<file path="src/rtl/chroni_vram_pkg.sv">
// Shared definitions for the chroni VRAM port: FSM state encoding, VRAM
// address geometry, legal parameter ranges and the video address mapping.
package chroni_vram_pkg;

    localparam int unsigned VRAM_ADDR_W = 21;
    localparam int unsigned VRAM_PAGE_W = 8;
    localparam int unsigned VRAM_OFS_W  = 13;
    localparam int unsigned DATA_W      = 8;

    localparam int unsigned RD_LATENCY_MIN     = 1;
    localparam int unsigned RD_LATENCY_MAX     = 3;
    localparam int unsigned VID_STREAK_MAX_MIN = 1;
    localparam int unsigned VID_STREAK_MAX_MAX = 255;

    // Latency counter only needs to reach RD_LATENCY_MAX-1.
    localparam int unsigned LAT_W    = 2;
    localparam int unsigned STREAK_W = 8;

    typedef enum logic [2:0] {
        ST_IDLE,
        ST_VID_RD,
        ST_VID_ACK,
        ST_CPU_RD,
        ST_CPU_WR,
        ST_CPU_ACK
    } state_t;

    // Page and offset are concatenated without carry.
    function automatic logic [VRAM_ADDR_W-1:0] vid_vram_addr(
        input logic [VRAM_PAGE_W-1:0] page,
        input logic [VRAM_OFS_W-1:0]  ofs
    );
        return {page, ofs};
    endfunction

endpackage

</file>
<file path="src/rtl/chroni_vram_port_if.sv">
// Bus bundle of the chroni VRAM port: chroni fetch side, CPU side and VRAM
// macro side.
//   slave  : view of chroni_vram_port (consumes requests, drives acks and VRAM)
//   master : view of the surroundings (chroni, CPU decoder, VRAM model)
interface chroni_vram_port_if;
    import chroni_vram_pkg::*;

    logic [VRAM_OFS_W-1:0]  vid_addr;
    logic [VRAM_PAGE_W-1:0] vid_addr_page;
    logic                   vid_rd_req;
    logic                   vid_rd_ack;
    logic [DATA_W-1:0]      vid_data;

    logic [VRAM_ADDR_W-1:0] cpu_addr;
    logic [DATA_W-1:0]      cpu_wdata;
    logic                   cpu_we;
    logic                   cpu_re;
    logic                   cpu_ack;
    logic [DATA_W-1:0]      cpu_rdata;

    logic [VRAM_ADDR_W-1:0] mem_addr;
    logic                   mem_we;
    logic [DATA_W-1:0]      mem_wdata;
    logic [DATA_W-1:0]      mem_rdata;

    modport slave (
        input  vid_addr, vid_addr_page, vid_rd_req,
        output vid_rd_ack, vid_data,
        input  cpu_addr, cpu_wdata, cpu_we, cpu_re,
        output cpu_ack, cpu_rdata,
        output mem_addr, mem_we, mem_wdata,
        input  mem_rdata
    );

    modport master (
        output vid_addr, vid_addr_page, vid_rd_req,
        input  vid_rd_ack, vid_data,
        output cpu_addr, cpu_wdata, cpu_we, cpu_re,
        input  cpu_ack, cpu_rdata,
        input  mem_addr, mem_we, mem_wdata,
        output mem_rdata
    );

endinterface

</file>
<file path="src/rtl/chroni_vram_req_slot.sv">
// Per-requester arming: a level request yields exactly one transaction until
// the line is seen low again.
//   sys_clk, reset_n : clock, async active-low reset
//   req              : level request line
//   ack              : registered acknowledge pulse for this requester
//   pending_c        : request is live and armed (combinational)
module chroni_vram_req_slot (
    input  logic sys_clk,
    input  logic reset_n,
    input  logic req,
    input  logic ack,
    output logic pending_c
);

    logic armed;

    // A low sample re-arms even during the ack cycle, so a requester that
    // drops the line together with the ack can re-request immediately.
    always_ff @(posedge sys_clk or negedge reset_n) begin
        if (!reset_n) begin
            armed <= 1'b1;
        end else if (!req) begin
            armed <= 1'b1;
        end else if (ack) begin
            armed <= 1'b0;
        end
    end

    assign pending_c = req & armed;

endmodule

</file>
<file path="src/rtl/chroni_vram_port.sv">
// Arbitrates chroni video byte fetches and CPU reads/writes onto one
// single-port synchronous VRAM. Video has priority; a streak limit bounds
// how many video grants may pass a waiting CPU request.
//   sys_clk, reset_n : clock, async active-low reset
//   bus (slave)      : chroni rd_req/rd_ack, CPU we/re/ack, VRAM addr/we/data
module chroni_vram_port
    import chroni_vram_pkg::*;
#(
    parameter int unsigned RD_LATENCY     = 1,
    parameter int unsigned VID_STREAK_MAX = 8
) (
    input logic               sys_clk,
    input logic               reset_n,
    chroni_vram_port_if.slave bus
);

    if (RD_LATENCY < RD_LATENCY_MIN || RD_LATENCY > RD_LATENCY_MAX) begin : g_bad_rd_latency
        $error("chroni_vram_port: RD_LATENCY out of range");
    end
    if (VID_STREAK_MAX < VID_STREAK_MAX_MIN || VID_STREAK_MAX > VID_STREAK_MAX_MAX) begin : g_bad_streak
        $error("chroni_vram_port: VID_STREAK_MAX out of range");
    end

    localparam logic [LAT_W-1:0]    LAT_LAST   = LAT_W'(RD_LATENCY - 1);
    localparam logic [STREAK_W-1:0] STREAK_TOP = STREAK_W'(VID_STREAK_MAX);

    state_t                 state;
    logic [LAT_W-1:0]       lat_cnt;
    logic [STREAK_W-1:0]    streak;

    logic                   vid_rd_ack_q;
    logic [DATA_W-1:0]      vid_data_q;
    logic                   cpu_ack_q;
    logic [DATA_W-1:0]      cpu_rdata_q;
    logic [VRAM_ADDR_W-1:0] mem_addr_q;
    logic                   mem_we_q;
    logic [DATA_W-1:0]      mem_wdata_q;

    logic vid_pend_c;
    logic cpu_pend_c;
    logic streak_full_c;
    logic vid_go_c;
    logic cpu_go_c;

    chroni_vram_req_slot u_vid_slot (
        .sys_clk   (sys_clk),
        .reset_n   (reset_n),
        .req       (bus.vid_rd_req),
        .ack       (vid_rd_ack_q),
        .pending_c (vid_pend_c)
    );

    chroni_vram_req_slot u_cpu_slot (
        .sys_clk   (sys_clk),
        .reset_n   (reset_n),
        .req       (bus.cpu_we | bus.cpu_re),
        .ack       (cpu_ack_q),
        .pending_c (cpu_pend_c)
    );

    // IDLE arbitration: video wins unless a CPU request has waited out the streak.
    assign streak_full_c = (streak == STREAK_TOP);
    assign vid_go_c      = (state == ST_IDLE) && vid_pend_c && !(cpu_pend_c && streak_full_c);
    assign cpu_go_c      = (state == ST_IDLE) && cpu_pend_c && !vid_go_c;

    // Transaction FSM with registered outputs.
    always_ff @(posedge sys_clk or negedge reset_n) begin
        if (!reset_n) begin
            state        <= ST_IDLE;
            lat_cnt      <= '0;
            streak       <= '0;
            vid_rd_ack_q <= 1'b0;
            vid_data_q   <= '0;
            cpu_ack_q    <= 1'b0;
            cpu_rdata_q  <= '0;
            mem_addr_q   <= '0;
            mem_we_q     <= 1'b0;
            mem_wdata_q  <= '0;
        end else begin
            vid_rd_ack_q <= 1'b0;
            cpu_ack_q    <= 1'b0;
            mem_we_q     <= 1'b0;

            // Streak only counts video grants that overtake a waiting CPU.
            if (!cpu_pend_c || cpu_go_c) begin
                streak <= '0;
            end else if (vid_go_c && !streak_full_c) begin
                streak <= streak + STREAK_W'(1);
            end

            case (state)
                ST_IDLE: begin
                    lat_cnt <= '0;
                    if (vid_go_c) begin
                        mem_addr_q <= vid_vram_addr(bus.vid_addr_page, bus.vid_addr);
                        state      <= ST_VID_RD;
                    end else if (cpu_go_c) begin
                        mem_addr_q <= bus.cpu_addr;
                        if (bus.cpu_we) begin
                            mem_we_q    <= 1'b1;
                            mem_wdata_q <= bus.cpu_wdata;
                            state       <= ST_CPU_WR;
                        end else begin
                            state <= ST_CPU_RD;
                        end
                    end
                end
                ST_VID_RD: begin
                    if (lat_cnt == LAT_LAST) begin
                        vid_data_q   <= bus.mem_rdata;
                        vid_rd_ack_q <= 1'b1;
                        state        <= ST_VID_ACK;
                    end else begin
                        lat_cnt <= lat_cnt + LAT_W'(1);
                    end
                end
                ST_CPU_RD: begin
                    if (lat_cnt == LAT_LAST) begin
                        cpu_rdata_q <= bus.mem_rdata;
                        cpu_ack_q   <= 1'b1;
                        state       <= ST_CPU_ACK;
                    end else begin
                        lat_cnt <= lat_cnt + LAT_W'(1);
                    end
                end
                ST_CPU_WR: begin
                    cpu_ack_q <= 1'b1;
                    state     <= ST_CPU_ACK;
                end
                ST_VID_ACK, ST_CPU_ACK: begin
                    state <= ST_IDLE;
                end
                default: begin
                    state <= ST_IDLE;
                end
            endcase
        end
    end

    assign bus.vid_rd_ack = vid_rd_ack_q;
    assign bus.vid_data   = vid_data_q;
    assign bus.cpu_ack    = cpu_ack_q;
    assign bus.cpu_rdata  = cpu_rdata_q;
    assign bus.mem_addr   = mem_addr_q;
    assign bus.mem_we     = mem_we_q;
    assign bus.mem_wdata  = mem_wdata_q;

endmodule

</file>
<file path="src/flat_wrapper.sv">
// flat-port wrapper written by rule: the top's interface ports become plain ports
module chroni_vram_port_flat import chroni_vram_pkg::*;
#(
    parameter int unsigned RD_LATENCY     = 1,
    parameter int unsigned VID_STREAK_MAX = 8
)
  (sys_clk, reset_n, bus_vid_addr, bus_vid_addr_page, bus_vid_rd_req, bus_vid_rd_ack, bus_vid_data, bus_cpu_addr, bus_cpu_wdata, bus_cpu_we, bus_cpu_re, bus_cpu_ack, bus_cpu_rdata, bus_mem_addr, bus_mem_we, bus_mem_wdata, bus_mem_rdata);
  chroni_vram_port_if bus_i ();
  input logic sys_clk;
  input logic reset_n;
  input wire logic [$bits(bus_i.vid_addr)-1:0] bus_vid_addr;
  input wire logic [$bits(bus_i.vid_addr_page)-1:0] bus_vid_addr_page;
  input wire logic [$bits(bus_i.vid_rd_req)-1:0] bus_vid_rd_req;
  output wire logic [$bits(bus_i.vid_rd_ack)-1:0] bus_vid_rd_ack;
  output wire logic [$bits(bus_i.vid_data)-1:0] bus_vid_data;
  input wire logic [$bits(bus_i.cpu_addr)-1:0] bus_cpu_addr;
  input wire logic [$bits(bus_i.cpu_wdata)-1:0] bus_cpu_wdata;
  input wire logic [$bits(bus_i.cpu_we)-1:0] bus_cpu_we;
  input wire logic [$bits(bus_i.cpu_re)-1:0] bus_cpu_re;
  output wire logic [$bits(bus_i.cpu_ack)-1:0] bus_cpu_ack;
  output wire logic [$bits(bus_i.cpu_rdata)-1:0] bus_cpu_rdata;
  output wire logic [$bits(bus_i.mem_addr)-1:0] bus_mem_addr;
  output wire logic [$bits(bus_i.mem_we)-1:0] bus_mem_we;
  output wire logic [$bits(bus_i.mem_wdata)-1:0] bus_mem_wdata;
  input wire logic [$bits(bus_i.mem_rdata)-1:0] bus_mem_rdata;
  assign bus_i.vid_addr = bus_vid_addr;
  assign bus_i.vid_addr_page = bus_vid_addr_page;
  assign bus_i.vid_rd_req = bus_vid_rd_req;
  assign bus_vid_rd_ack = bus_i.vid_rd_ack;
  assign bus_vid_data = bus_i.vid_data;
  assign bus_i.cpu_addr = bus_cpu_addr;
  assign bus_i.cpu_wdata = bus_cpu_wdata;
  assign bus_i.cpu_we = bus_cpu_we;
  assign bus_i.cpu_re = bus_cpu_re;
  assign bus_cpu_ack = bus_i.cpu_ack;
  assign bus_cpu_rdata = bus_i.cpu_rdata;
  assign bus_mem_addr = bus_i.mem_addr;
  assign bus_mem_we = bus_i.mem_we;
  assign bus_mem_wdata = bus_i.mem_wdata;
  assign bus_i.mem_rdata = bus_mem_rdata;
  chroni_vram_port #(.RD_LATENCY(RD_LATENCY), .VID_STREAK_MAX(VID_STREAK_MAX)) u_core (.sys_clk(sys_clk), .reset_n(reset_n), .bus(bus_i));
endmodule
</file>
<file path="config.mk">
export PLATFORM = sky130hd
export DESIGN_NAME = chroni_vram_port_flat
export DESIGN_NICKNAME = d
export VERILOG_FILES = /design/src/rtl/chroni_vram_pkg.sv /design/src/rtl/chroni_vram_port_if.sv /design/src/rtl/chroni_vram_req_slot.sv /design/src/rtl/chroni_vram_port.sv /design/src/flat_wrapper.sv
export SDC_FILE = /design/constraint.sdc
export NUM_CORES = 1
export LEC_CHECK = 0
export CORE_UTILIZATION = 30
export DETAILED_ROUTE_END_ITERATION = 10
export PLACE_DENSITY = 0.67
export RECOVER_POWER = 50
export SETUP_SLACK_MARGIN = 0.1
export SYNTH_ARGS = -nofsm -noshare
export SYNTH_HDL_FRONTEND = slang
export SYNTH_HIERARCHICAL = 1
export SYNTH_SLANG_ARGS = --single-unit
</file>
<file path="constraint.sdc">
create_clock -name sys_clk -period 5.45 [get_ports sys_clk]
set_clock_uncertainty 0.05 [all_clocks]
set_input_delay 0.545 -clock sys_clk [delete_from_list [all_inputs] [get_ports sys_clk]]
set_output_delay 0.545 -clock sys_clk [all_outputs]
set_load 0.1 [all_outputs]
</file>
==> flow_metrics.py <==
metrics = {
    "critical_path": {
        "critPathArrivalTime_ns": 3.02,
        "crit_family": "buffers and inverters",
        "crit_slowest_cell": "clkbuf_1",
        "slowest_delay_ns": 2.34,
        "cp.depth": 2,
        "path_cells": "buf_2, clkbuf_1",
        "critPathRequiredTime_ns": 5.09,
        "setup.worst_path.start_class": "input port",
        "worstSetupPathType": "in2async",
        "path_max_fanout": 63,
        "reg2reg_depth": 4,
        "end_kind": "async pin",
        "crit_buf_inv": 2,
    },
    "logic_synthesis": {
        "synth_top_area_cell": "dfrtp_1",
        "yosysWarnings": 6,
        "synth_edf_count": 0,
        "synthArstFlopShare_pct": 100,
        "post-synth-top-count-cell": "dfrtp_1",
        "synth_seq_cells": 63,
        "yosysTopAreaCellShare_pct": 51.7,
        "synth_cell_types": 42,
        "synthCells": 285,
        "synth_area_um2": 2950,
        "synth.avg_cell_area_um2": 10.4,
        "syn_nets": 351,
        "ys_seq_area_share_pct": 53.5,
        "synth_area_leaders": "dfrtp_1, mux2_2, nand2_1",
        "synthTopCellsByCount": "dfrtp_1, nand2_1, nor2_1",
        "ys.flop_type": "dfrtp_1",
    },
    "min_path": {
        "hp-class": "reg2reg",
        "holdPathStages": 1,
    },
    "route": {
        "drc": 0,
        "first_iter_violations": 61,
        "wire_per_inst_um": 13.5,
        "firstDrtPassIters": 4,
        "viasPerCell": 4.68,
        "wirelength_um": 7090,
        "vias": 2463,
        "drt.antenna.violating_nets": 0,
    },
    "cts": {
        "cts_buffers": 9,
        "clkLatencyLatePin_ns": 0.34,
        "postCtsSetupRepairBufs": 0,
        "clkTransAtPathRegs_ns": 0.07,
        "cts_resized": 0,
        "cts_sinks": 63,
        "clock_path_buffers": 2,
        "hold_buffers": 0,
        "cts_root_buffer": "clkbuf_8",
        "cts_tree": "built",
        "h-tree-depth": 3,
    },
    "final_layout": {
        "nets": 458,
        "fill_cells": 907,
        "drive_gt1_share_pct": 13.6,
        "syn_to_final_growth_pct": 47.9,
        "diodes": 0,
    },
    "global_route": {
        "grt_pass1_wl_um": 11500,
        "grt_max_degree": 64,
        "first_global_vias": 2440,
        "grt_remaining_overflow": 0,
        "antenna_found_initial": 0,
        "grtUsageTotal_pct": 14.5,
    },
    "floorplanning": {
        "core_um2": 9370,
        "initial_core_util_pct": 31.5,
        "dieArea_um2": 10200,
        "ios": 111,
        "die_height_um": 101,
        "die_w_um": 101,
        "rows": 35,
    },
    "status": {
        "violations": "max-capacitance violations, max-slew violations",
        "status": "finished with violations",
    },
    "timing": {
        "finalCriticalPeriod_ns": 3.37,
        "finalSetupViolCount": 0,
        "tns_ns": 0,
        "finalHoldViolations": 0,
        "worstMarginPinSlew_ns": 3.35,
        "rsz0062_at_grt": "false",
        "timing.final.crit_share_pct": 61.9,
        "fmax_mhz": 296,
        "drv_slew": 64,
        "fin_ws_ns": 2.08,
        "maxSlewHeadroom_pct": -124,
    },
    "place": {
        "preCtsSetupSlack_ns": 2.43,
        "routabilityCongestion": 0.787,
        "dpl.hpwl_um": 4950,
        "io_buffers": 110,
    },
    "job": {
        "max_cap_violations": 1,
    },
}
cells in the final DEF, fill, tap and decap left out, drive strengths merged, types with 5 or more instances in the layout:
cell type / synthesis / layout
a21oi: 5 / 5
clkdlybuf4s50: 0 / 107
nor3: 5 / 5
nand3: 6 / 6
a31oi: 22 / 22
dfrtp: 61 / 61
mux2: 24 / 24
nor2: 28 / 28
o21ai: 9 / 9
inv: 10 / 11
clkbuf: 4 / 13
nand2: 59 / 59
metrics by stage:
stage	area, um2	utilization [%]	instances	hold slack [ns]
after floorplan	2950	-	285	0.199
after global placement	4120	44.0	510	0.346
after detailed placement	4120	44.0	510	0.355
after CTS	4390	46.8	526	0.355
after global routing	4360	46.6	526	0.375
final	4360	46.6	526	0.362
worst paths after layout:
path | slack (ns) | startpoint | to
worst max-delay path | 2.08 | reset_n | u_core/lat_cnt[0]$_DFFE_PN0P_
worst min-delay path | 0.36 | u_core/bus.cpu_ack$_DFF_PN0_ | u_core/u_cpu_slot/armed$_DFFE_PN1P_
worst max register to register | 2.92 | u_core/u_cpu_slot/armed$_DFFE_PN1P_ | u_core/bus.mem_addr[13]$_DFFE_PN0P_
worst min register to register | 0.36 | u_core/bus.cpu_ack$_DFF_PN0_ | u_core/u_cpu_slot/armed$_DFFE_PN1P_
max in group sys_clk | 2.46 | bus_cpu_we | u_core/bus.mem_addr[13]$_DFFE_PN0P_
min in group asynchronous | 1.37 | reset_n | u_core/bus.vid_data[0]$_DFFE_PN0P_
routing by layer:
| layer | vias up | GRT usage [%] | wire length [um] |
|---|---|---|---|
| met5 | - | 0 | 0 |
| met1 | 1168 | 18.0 | 3100 |
| met4 | 0 | 4.68 | 94 |
| met2 | 82 | 23.4 | 3360 |
| li1 | 1202 | - | - |
| met3 | 11 | 5.45 | 543 |
layout make-up:
cell class | count | area (um2) | share of cell area (%)
inverters | 10 | 37.5 | 0.860
well taps | 129 | 161 | 3.70
multi-input cells | 196 | 1210 | 27.8
repair buffers | 112 | 1110 | 25.4
flip-flops and latches | 63 | 1580 | 36.2
clock buffers | 12 | 165 | 3.78
clock inverters | 4 | 98.8 | 2.26
state kept, by name, summed over array words and instances, names as in the netlist:
signal / cells
u_core/bus.vid_rd_ack: 1
u_core/bus.mem_wdata: 8
u_core/state: 3
u_core/bus.mem_addr: 21
u_core/u_cpu_slot/armed: 1
u_core/bus.cpu_ack: 1
u_core/streak: 8
u_core/bus.mem_we: 1
u_core/bus.vid_data: 8
u_core/lat_cnt: 2
u_core/u_vid_slot/armed: 1
u_core/bus.cpu_rdata: 8
logic make-up after synthesis:
| group | count (synthesis) | synth area share, % |
|---|---|---|
| AO/OA/AOI/OAI | 54 | 12.8 |
| XOR/XNOR | 1 | 0.297 |
| adder cells (fa/ha/maj) | 3 | 1.27 |
| buffers and inverters | 26 | 4.66 |
| flip-flops | 63 | 53.5 |
| multiplexers | 24 | 9.16 |
| AND/OR/NAND/NOR | 114 | 18.3 |
worst register-to-register path: cells and delay by family (launching register included):
| kind | cells | cell delay, ns |
|---|---|---|
| compound gates | 2 | 1.09 |
| simple gates | 2 | 0.80 |
| flops | 1 | 0.53 |
Power is not shown: default switching activity piles up to over one toggle a cycle in this logic, so the estimate is an artifact.
